===== config.mk =====
export PLATFORM = sky130hd
export DESIGN_NAME = path_job_ctrl
export DESIGN_NICKNAME = d
export VERILOG_FILES = /design/src/rtl/path_pkg.sv /design/src/rtl/node_streamer.sv /design/src/rtl/path_job_ctrl.sv
export SDC_FILE = /design/constraint.sdc
export NUM_CORES = 1
export LEC_CHECK = 0
export ABC_AREA = 1
export BUFFER_PORTS_ARGS = -buffer_cell sky130_fd_sc_hd__buf_4
export CAP_MARGIN = 40
export CORE_MARGIN = 2
export CORE_UTILIZATION = 50
export CTS_CLUSTER_DIAMETER = 40
export DETAILED_ROUTE_END_ITERATION = 8
export HOLD_SLACK_MARGIN = 0.06
export PLACE_DENSITY = 0.86
export SETUP_SLACK_MARGIN = 0.05
export SLEW_MARGIN = 10
export SYNTH_ARGS = -nofsm -noshare
export SYNTH_HDL_FRONTEND = slang
export SYNTH_SLANG_ARGS = --single-unit

===== constraint.sdc =====
create_clock -name adc_sck -period 1.8 [get_ports adc_sck]
set_input_delay 0.09 -clock adc_sck [delete_from_list [all_inputs] [get_ports adc_sck]]
set_output_delay 0.09 -clock adc_sck [all_outputs]
set_load 0.01 [all_outputs]

===== src/rtl/path_pkg.sv =====
// Shared definitions for the path job controller: FSM encoding and default
// data-memory locations of the start/end node words.
package path_pkg;

    typedef enum logic [2:0] {
        IDLE,
        LOAD_START,
        LOAD_END,
        RUN,
        CAPTURE,
        STREAM,
        ABORT
    } state_t;

    localparam int          PATH_MAX_NODES = 13;
    localparam logic [31:0] PATH_START_ADR = 32'h0200_0000;
    localparam logic [31:0] PATH_END_ADR   = 32'h0200_0004;

endpackage


===== src/rtl/node_streamer.sv =====
// Holds a captured path and serializes it one node per valid/ready transfer,
// flagging the final node with last.
module node_streamer
    import path_pkg::*;
#(
    parameter int MAX_NODES = PATH_MAX_NODES
) (
    input  logic                   clk,
    input  logic                   reset,
    input  logic                   cap_i,
    input  logic                   go_i,
    input  logic [MAX_NODES*8-1:0] path_i,
    input  logic [7:0]             len_i,
    input  logic                   ready_i,
    output logic                   valid_o,
    output logic [7:0]             data_o,
    output logic                   last_o,
    output logic                   done_o
);
    localparam int PTR_W = $clog2(MAX_NODES);

    logic [MAX_NODES-1:0][7:0] arr_q;
    logic [7:0]                len_q;
    logic [PTR_W-1:0]          ptr_q;
    logic                      active_q;

    // The path is latched even when the length is rejected; go_i decides
    // whether streaming actually starts.
    always_ff @(posedge clk) begin
        if (reset) begin
            arr_q    <= '0;
            len_q    <= '0;
            ptr_q    <= '0;
            active_q <= 1'b0;
        end else if (cap_i) begin
            arr_q    <= path_i;
            len_q    <= len_i;
            ptr_q    <= '0;
            active_q <= go_i;
        end else if (valid_o && ready_i) begin
            if (last_o) active_q <= 1'b0;
            else        ptr_q    <= ptr_q + PTR_W'(1);
        end
    end

    assign valid_o = active_q;
    assign data_o  = arr_q[ptr_q];
    assign last_o  = active_q && (8'(ptr_q) == len_q - 8'd1);
    assign done_o  = valid_o && ready_i && last_o;

endmodule


===== src/rtl/path_job_ctrl.sv =====
// Sequences one path-planning job: preloads start/end nodes into CPU data
// memory, runs the CPU with a timeout, then streams the resulting path out.
module path_job_ctrl
    import path_pkg::*;
#(
    parameter logic [31:0] START_ADR      = PATH_START_ADR,
    parameter logic [31:0] END_ADR        = PATH_END_ADR,
    parameter int          TIMEOUT_CYCLES = 2_000_000,
    parameter int          MAX_NODES      = PATH_MAX_NODES
) (
    input  logic                   adc_sck,
    input  logic                   reset,
    input  logic                   req_valid,
    output logic                   req_ready,
    input  logic [7:0]             start_node,
    input  logic [7:0]             end_node,
    output logic                   cpu_rst,
    output logic                   Ext_MemWrite,
    output logic [31:0]            Ext_WriteData,
    output logic [31:0]            Ext_DataAdr,
    input  logic                   cpu_done,
    output logic                   cpu_reset,
    input  logic [MAX_NODES*8-1:0] path_flat,
    input  logic [7:0]             index,
    output logic                   node_valid,
    input  logic                   node_ready,
    output logic [7:0]             node_data,
    output logic                   node_last,
    output logic                   busy,
    output logic                   error
);
    state_t      state_q, state_d;
    logic [31:0] cnt_q;
    logic [7:0]  start_q, start_d, end_q, end_d;
    logic        idx_ok, strm_done;

    assign idx_ok = (index != 8'd0) && (index <= 8'(MAX_NODES));

    always_comb begin
        state_d = state_q;
        start_d = start_q;
        end_d   = end_q;
        case (state_q)
            IDLE: if (req_valid) begin
                start_d = start_node;
                end_d   = end_node;
                state_d = LOAD_START;
            end
            LOAD_START: state_d = LOAD_END;
            LOAD_END:   state_d = RUN;
            // A done flag left over from the previous job can still be high
            // for the first two cycles after the core leaves reset.
            RUN: begin
                if (cpu_done && cnt_q >= 32'd2)
                    state_d = CAPTURE;
                else if (cnt_q == 32'(TIMEOUT_CYCLES - 1))
                    state_d = ABORT;
            end
            CAPTURE: state_d = idx_ok ? STREAM : ABORT;
            STREAM:  if (strm_done) state_d = IDLE;
            ABORT:   state_d = IDLE;
            default: state_d = IDLE;
        endcase
    end

    // Outputs are registered from the next state so they line up with state_q.
    always_ff @(posedge adc_sck) begin
        if (reset) begin
            state_q       <= IDLE;
            cnt_q         <= '0;
            start_q       <= '0;
            end_q         <= '0;
            req_ready     <= 1'b1;
            busy          <= 1'b0;
            cpu_rst       <= 1'b1;
            cpu_reset     <= 1'b0;
            error         <= 1'b0;
            Ext_MemWrite  <= 1'b0;
            Ext_DataAdr   <= '0;
            Ext_WriteData <= '0;
        end else begin
            state_q      <= state_d;
            cnt_q        <= (state_q == RUN) ? cnt_q + 32'd1 : 32'd0;
            start_q      <= start_d;
            end_q        <= end_d;
            req_ready    <= (state_d == IDLE);
            busy         <= (state_d != IDLE);
            cpu_rst      <= (state_d != RUN);
            cpu_reset    <= (state_d == LOAD_START);
            error        <= (state_d == ABORT);
            Ext_MemWrite <= (state_d == LOAD_START) || (state_d == LOAD_END);
            case (state_d)
                LOAD_START: begin
                    Ext_DataAdr   <= START_ADR;
                    Ext_WriteData <= {24'b0, start_d};
                end
                LOAD_END: begin
                    Ext_DataAdr   <= END_ADR;
                    Ext_WriteData <= {24'b0, end_d};
                end
                default: begin
                    Ext_DataAdr   <= '0;
                    Ext_WriteData <= '0;
                end
            endcase
        end
    end

    node_streamer #(.MAX_NODES(MAX_NODES)) u_streamer (
        .clk     (adc_sck),
        .reset   (reset),
        .cap_i   (state_q == CAPTURE),
        .go_i    (idx_ok),
        .path_i  (path_flat),
        .len_i   (index),
        .ready_i (node_ready),
        .valid_o (node_valid),
        .data_o  (node_data),
        .last_o  (node_last),
        .done_o  (strm_done)
    );

endmodule

Word level (Yosys, flattened, before mapping)
Cells that the tools add are included.
Widths: inputs -> output; s select.
{"block": "word_totals", "output_inout_bits": 80, "elab_cells": 80, "reg_bits": 238}
{"block": "classes", "n_addsub": 3, "order_cmp": 3, "bitwise_logic": 2, "n_eq_ne": 11, "n_reduce_logical": 16, "muxes": 17}
{"cell": "$pmux 26 s2", "count": 1}
{"cell": "$mux 8", "count": 5}
{"cell": "$add 32x1->32 const B", "count": 1}
{"cell": "$bmux 8 s4", "count": 1}
{"cell": "$eq 32x21->1 const B", "count": 1}
{"cell": "$ge 32x2->1 const B", "count": 1}
{"cell": "$pmux 3 s6", "count": 1}
{"cell": "$pmux 8 s2", "count": 1}
{"cell": "$mux 3", "count": 4}
{"cell": "$eq 3x2->1 const B", "count": 3}
{"cell": "$eq 3x3->1 const B", "count": 3}
{"cell": "$eq 4x8->1", "count": 1}
{"cell": "$le 8x4->1 const B", "count": 1}
{"cell": "$reduce_bool 8->1", "count": 1}
{"cell": "$sub 8x1->8 const B", "count": 1}
{"cell": "$eq 3x1->1 const B", "count": 2}
{"cell": "$logic_not 3->1", "count": 2}
{"cell": "$logic_and 1x1->1", "count": 5}
{"cell": "$lt 4x5->1 const B", "count": 1}
{"cell": "$add 4x1->4 const B", "count": 1}
{"cell": "$reduce_and 2->1", "count": 2}
{"cell": "$reduce_bool 2->1", "count": 2}
{"cell": "$reduce_or 2->1", "count": 2}
{"cell": "$mux 1", "count": 3}
{"cell": "other kinds (5)", "count": 6}

Logic depth before layout (Yosys ltp)
{"block": "depth", "depth_word": 8, "depth_mapped": 14, "mapped_depth_nobuf": 14}

Cells and area by module
From an unflattened synthesis, not the netlist that was laid out.
{"block": "hier_totals", "hier_cells": 1244, "hier_area_um2": 8614.5}
{"module": "node_streamer", "cells_each": 759, "seq_area_each_um2": 2342.2, "area_each_um2": 5238.8, "instances": 1}
{"module": "path_job_ctrl", "cells_each": 485, "seq_area_each_um2": 1161.1, "area_each_um2": 3375.7, "instances": 1}

Least setup slack after synthesis
No wires, ideal clock.
{"block": "synth_path", "path_type": "register to register", "from": "register cnt_q[0]", "to": "register cnt_q[26]", "arrival_ns": 1.536, "path_slack_ns": 0.143, "required_time_ns": 1.678, "path_stages_with_launch": 11, "setup_ns": 0.122, "cell_sequence": "dfxtp_1 ha_1 nand2_2 nor2_4 nand2_4 nor2_4 nand2_2 nor3_4 nand2_2 nor3_1 nor3b_2"}
{"block": "synth_between", "elab_chain_cells": 1}
{"item": "start: declaration", "line_no": "path_job_ctrl.sv:33", "source": "logic [31:0] cnt_q;"}
{"item": "start signal: assignment", "line_no": "path_job_ctrl.sv:83", "source": "cnt_q <= (state_q == RUN) ? cnt_q + 32'd1 : 32'd0;"}
{"item": "$add 32x1->32", "line_no": "path_job_ctrl.sv:83"}
Every way passes these cells.
A chain may end at the register's enable or synchronous reset.

Worst setup path in the final report
{"block": "layout_path", "from": "register u_streamer.ptr_q[1]", "to": "output node_data[3]"}
{"block": "layout_between", "elab_chain_cells": 2}
{"item": "start: declaration", "line_no": "node_streamer.sv:24", "source": "logic [PTR_W-1:0] ptr_q;"}
{"item": "start signal: assignment", "line_no": "node_streamer.sv:42", "source": "else ptr_q <= ptr_q + PTR_W'(1);"}
{"item": "$bmux 8 s4", "line_no": "node_streamer.sv:47", "source": "assign data_o = arr_q[ptr_q];"}
{"item": "$mux 8 (implied by the code)", "line_no": "node_streamer.sv:47"}
{"item": "end: declaration", "line_no": "path_job_ctrl.sv:27", "source": "output logic [7:0] node_data,"}
Every way passes these cells. The select of a mux whose other input is x is not followed.

==> results by group <==
Synthesis
  – Area leader, netlist: dfxtp_1
  – EDFF count, synth: 0
  – Seq/Total Area, Yosys: 41.53%
  – Warnings, synthesis: 0
  – Cells after synthesis: 1226
  – Yosys reg bits: 175
  – Synthesized area per cell: 6.881 um^2
  – Mapped cell area: 8436 um^2
  – Ys async rst share: 0%
  – Dominant synthesized flop cell: dfxtp_1
  – Yosys cell types: 40
  – Post-synth top area share: 41.53%
  – Synth top area cells: dfxtp_1 42%, nor2_1 15%, o21ai_0 11%, nand2_1 5.8%, buf_4 4.9%

Power
  – Int Power: 6.588 mW
  – Max VDD drop: 754.8 uV
  – Switching share of power: 25.63%
  – Gate power share: 10.6%
  – Final total power: 8.859 mW
  – Clock Power Share: 44.9%
  – Leak Pwr: 5.648 nW
  – Seq pwr share: 44.6%
  – Total power per unit cell area: 696.2 nW/um^2
  – P_sw: 2.270 mW

CTS
  – Clock Sinks: 175
  – Clock-pin slew on the worst setup and hold paths: 0.08 ns
  – Clock root cell: clkbuf_16
  – CTS tree: yes
  – Max clock buf depth: 2
  – Cts bufs inserted: 17
  – Skew-Pair Late Insertion Delay: 0.45 ns
  – CTS HTree Levels: 4

Setup path
  – Flop2flop setup slack: -0.12 ns
  – WP data required: 1.71 ns
  – CP max FO: 7
  – Worst Path Class, Setup: flop to output pin
  – Arr. time, crit path: 2.14 ns
  – CP endpoint kind: output pin
  – Startpoint class of the critical path: flop

Timing
  – RSZ-0062 raised after global routing: yes
  – Max-slew violations: 0
  – Final period utilization: 123.8%
  – Fin Setup TNS: -3.467 ns
  – Final hold slack: 0.09286 ns
  – Max Clk Rate: 0.4487 GHz
  – Fin Clk Skew: 0.01261 ns
  – Crit path time final: 2.229 ns
  – Fin. Hold Viols: 0
  – Setup-failing EPs final: 26
  – Setup WS post-layout: -0.4286 ns

Routing
  – Drt wl/cell: 20.51 um
  – Post-route ant nets: 0
  – Number of iterations in the first detailed-routing pass: 9
  – DRC violations left: 3
  – Via/cell ratio: 5.991
  – Iter 0 DRT Violations: 1937
  – Vias: 10574
  – Final WL: 36.21 mm

Placement
  – IO buf count: 158
  – Placed insts: 1573
  – Worst slack, placed: -0.003248 ns
  – Placed Area: 9764 um^2
  – DP HPWL: 16.19 mm
  – GP Congestion: 0.9074

Flow run
  – Max_cap viols: 0

Global route
  – Vias in the first global route: 9405
  – Initial antenna violation count: 1
  – First-pass GRT wire length: 47.32 mm
  – GRT Util Overall: 33.27%
  – Total gr overflow: 0
  – Largest net degree at the start of global routing: 104

Final layout
  – Ant diodes: 0
  – Design Area, Final: 12720 um^2
  – Syn-to-layout area delta: 50.83%
  – Final #Nets: 1669
  – Share of cells above drive strength 1: 27.12%
  – Non-Filler Instances: 1765
  – Utilization after layout: 77.00%

Worst hold path
  – Hold/Removal Path Class: primary input to flop

Floorplan
  – Die width: 133.9 um
  – Num rows: 47
  – Boundary Pins: 213
  – Core region area: 16520 um^2
  – Starting Density: 51.05%
  – DIE AREA: 17930 um^2
  – Die outline height: 133.9 um

Run status
  – Status: complete, but fails checks
  – Failing checks: DRC, setup timing
cell usage in the layout, fill, tap and decap left out, types with 13 or more instances in the layout:
cell | netlist | layout
clkbuf_16 | 0 | 19
o21ai_2 | 0 | 22
o21ai_1 | 1 | 26
nand2_2 | 4 | 14
inv_1 | 84 | 75
a21oi_1 | 55 | 50
conb_1 | 1 | 54
or2_2 | 16 | 16
dlygate4sd3_1 | 0 | 129
o21ai_0 | 188 | 136
dfxtp_1 | 175 | 162
nand3_1 | 29 | 24
nor2_1 | 328 | 294
nor2_2 | 3 | 28
buf_4 | 55 | 192
nand2_1 | 131 | 117
nor2_4 | 4 | 13
cell usage after synthesis (5+ instances only):
master,number
nor2_1,328
o21ai_0,188
dfxtp_1,175
nand2_1,131
inv_1,84
a21oi_1,55
buf_4,55
clkbuf_1,50
nand3_1,29
or2_2,16
nor3_1,15
o21a_1,11
o22ai_1,11
buf_2,10
nand4_1,9
o2111ai_1,5
layer usage:
metal	wire length (um)	GRT usage, %	up-vias	share of wire, %
met4	3249	18.56	2	9.0
met2	16000	55.13	1054	44
met5	15	0	-	0.041
met3	4977	8.806	347	14
met1	11970	39.17	4686	33
li1	-	-	4485	-
registers in the layout (all words and copies together) (netlist names):
signal,flops
Ext_DataAdr,2
Ext_WriteData,8
busy,1
cnt_q,32
cpu_reset,1
cpu_rst,1
end_q,8
error,1
req_ready,1
state_q,3
u_streamer.arr_q,104
u_streamer.len_q,8
u_streamer.ptr_q,4
u_streamer.valid_o,1
power groups by stage:
| stage | Clock [mW] | Combinational (mW) | Sequential, mW |
|---|---|---|---|
| after CTS | 3.85 | 0.873 | 3.95 |
| after global placement | 0 | 0.634 | 4.04 |
| after global routing | 4.09 | 0.994 | 3.95 |
| final | 3.98 | 0.935 | 3.95 |
| after detailed placement | 0 | 0.646 | 4.04 |
| after floorplan | 0 | 0.368 | 4.05 |
cell type report:
cell class,count,area [um^2]
clock inverter,13,166.4
tap,220,275.3
multi-input combinational,900,4682
timing repair buffer,350,3276
clock buffer,19,442.9
fill,960,3801
sequential,175,3530
inverter,88,351.6
final timing paths:
path / from / depth (start not counted) / to
min: req_valid / 4 / cpu_reset$_SDFF_PP0_
min reg2reg: u_streamer.len_q[7]$_SDFFE_PP0P_ / 2 / u_streamer.len_q[7]$_SDFFE_PP0P_
max reg2reg: cnt_q[9]$_SDFF_PP0_ / 8 / cnt_q[19]$_SDFF_PP0_
max: u_streamer.ptr_q[1]$_SDFFE_PP0P_ / 7 / node_data[3]
critical path, cell delays in order, from the launching register on:
cell      delay [ns]
dfxtp_4         0.40
inv_1           0.12
buf_4           0.18
o21ai_1         0.10
o221ai_1        0.33
o211ai_1        0.19
o21ai_1         0.20
buf_4           0.17
logic make-up (layout without fill, tap and decap cells):
family / after synthesis / count (layout) / share of synthesized area (%)
compound gates: 284 / 284 / 18.02
fa+ha+maj: 4 / 4 / 0.5933
flops: 175 / 175 / 41.53
other cells: 1 / 54 / 0.04445
buf+inv: 204 / 470 / 11.67
simple gates: 556 / 556 / 27.93
xor+xnor: 2 / 2 / 0.2077
what timing repair did:
action / 4_1_cts / 5_1_grt
hold buffers: 129 / 0
resized for setup: 76 / 161
endpoints found under the setup margin: 16 / 35
gates cloned: 5 / 2
pin swaps: 16 / 50
hold endpoints to repair: 131 / 0
setup buffers: 3 / 21
Note: power is estimated with default switching activity, not from simulation.
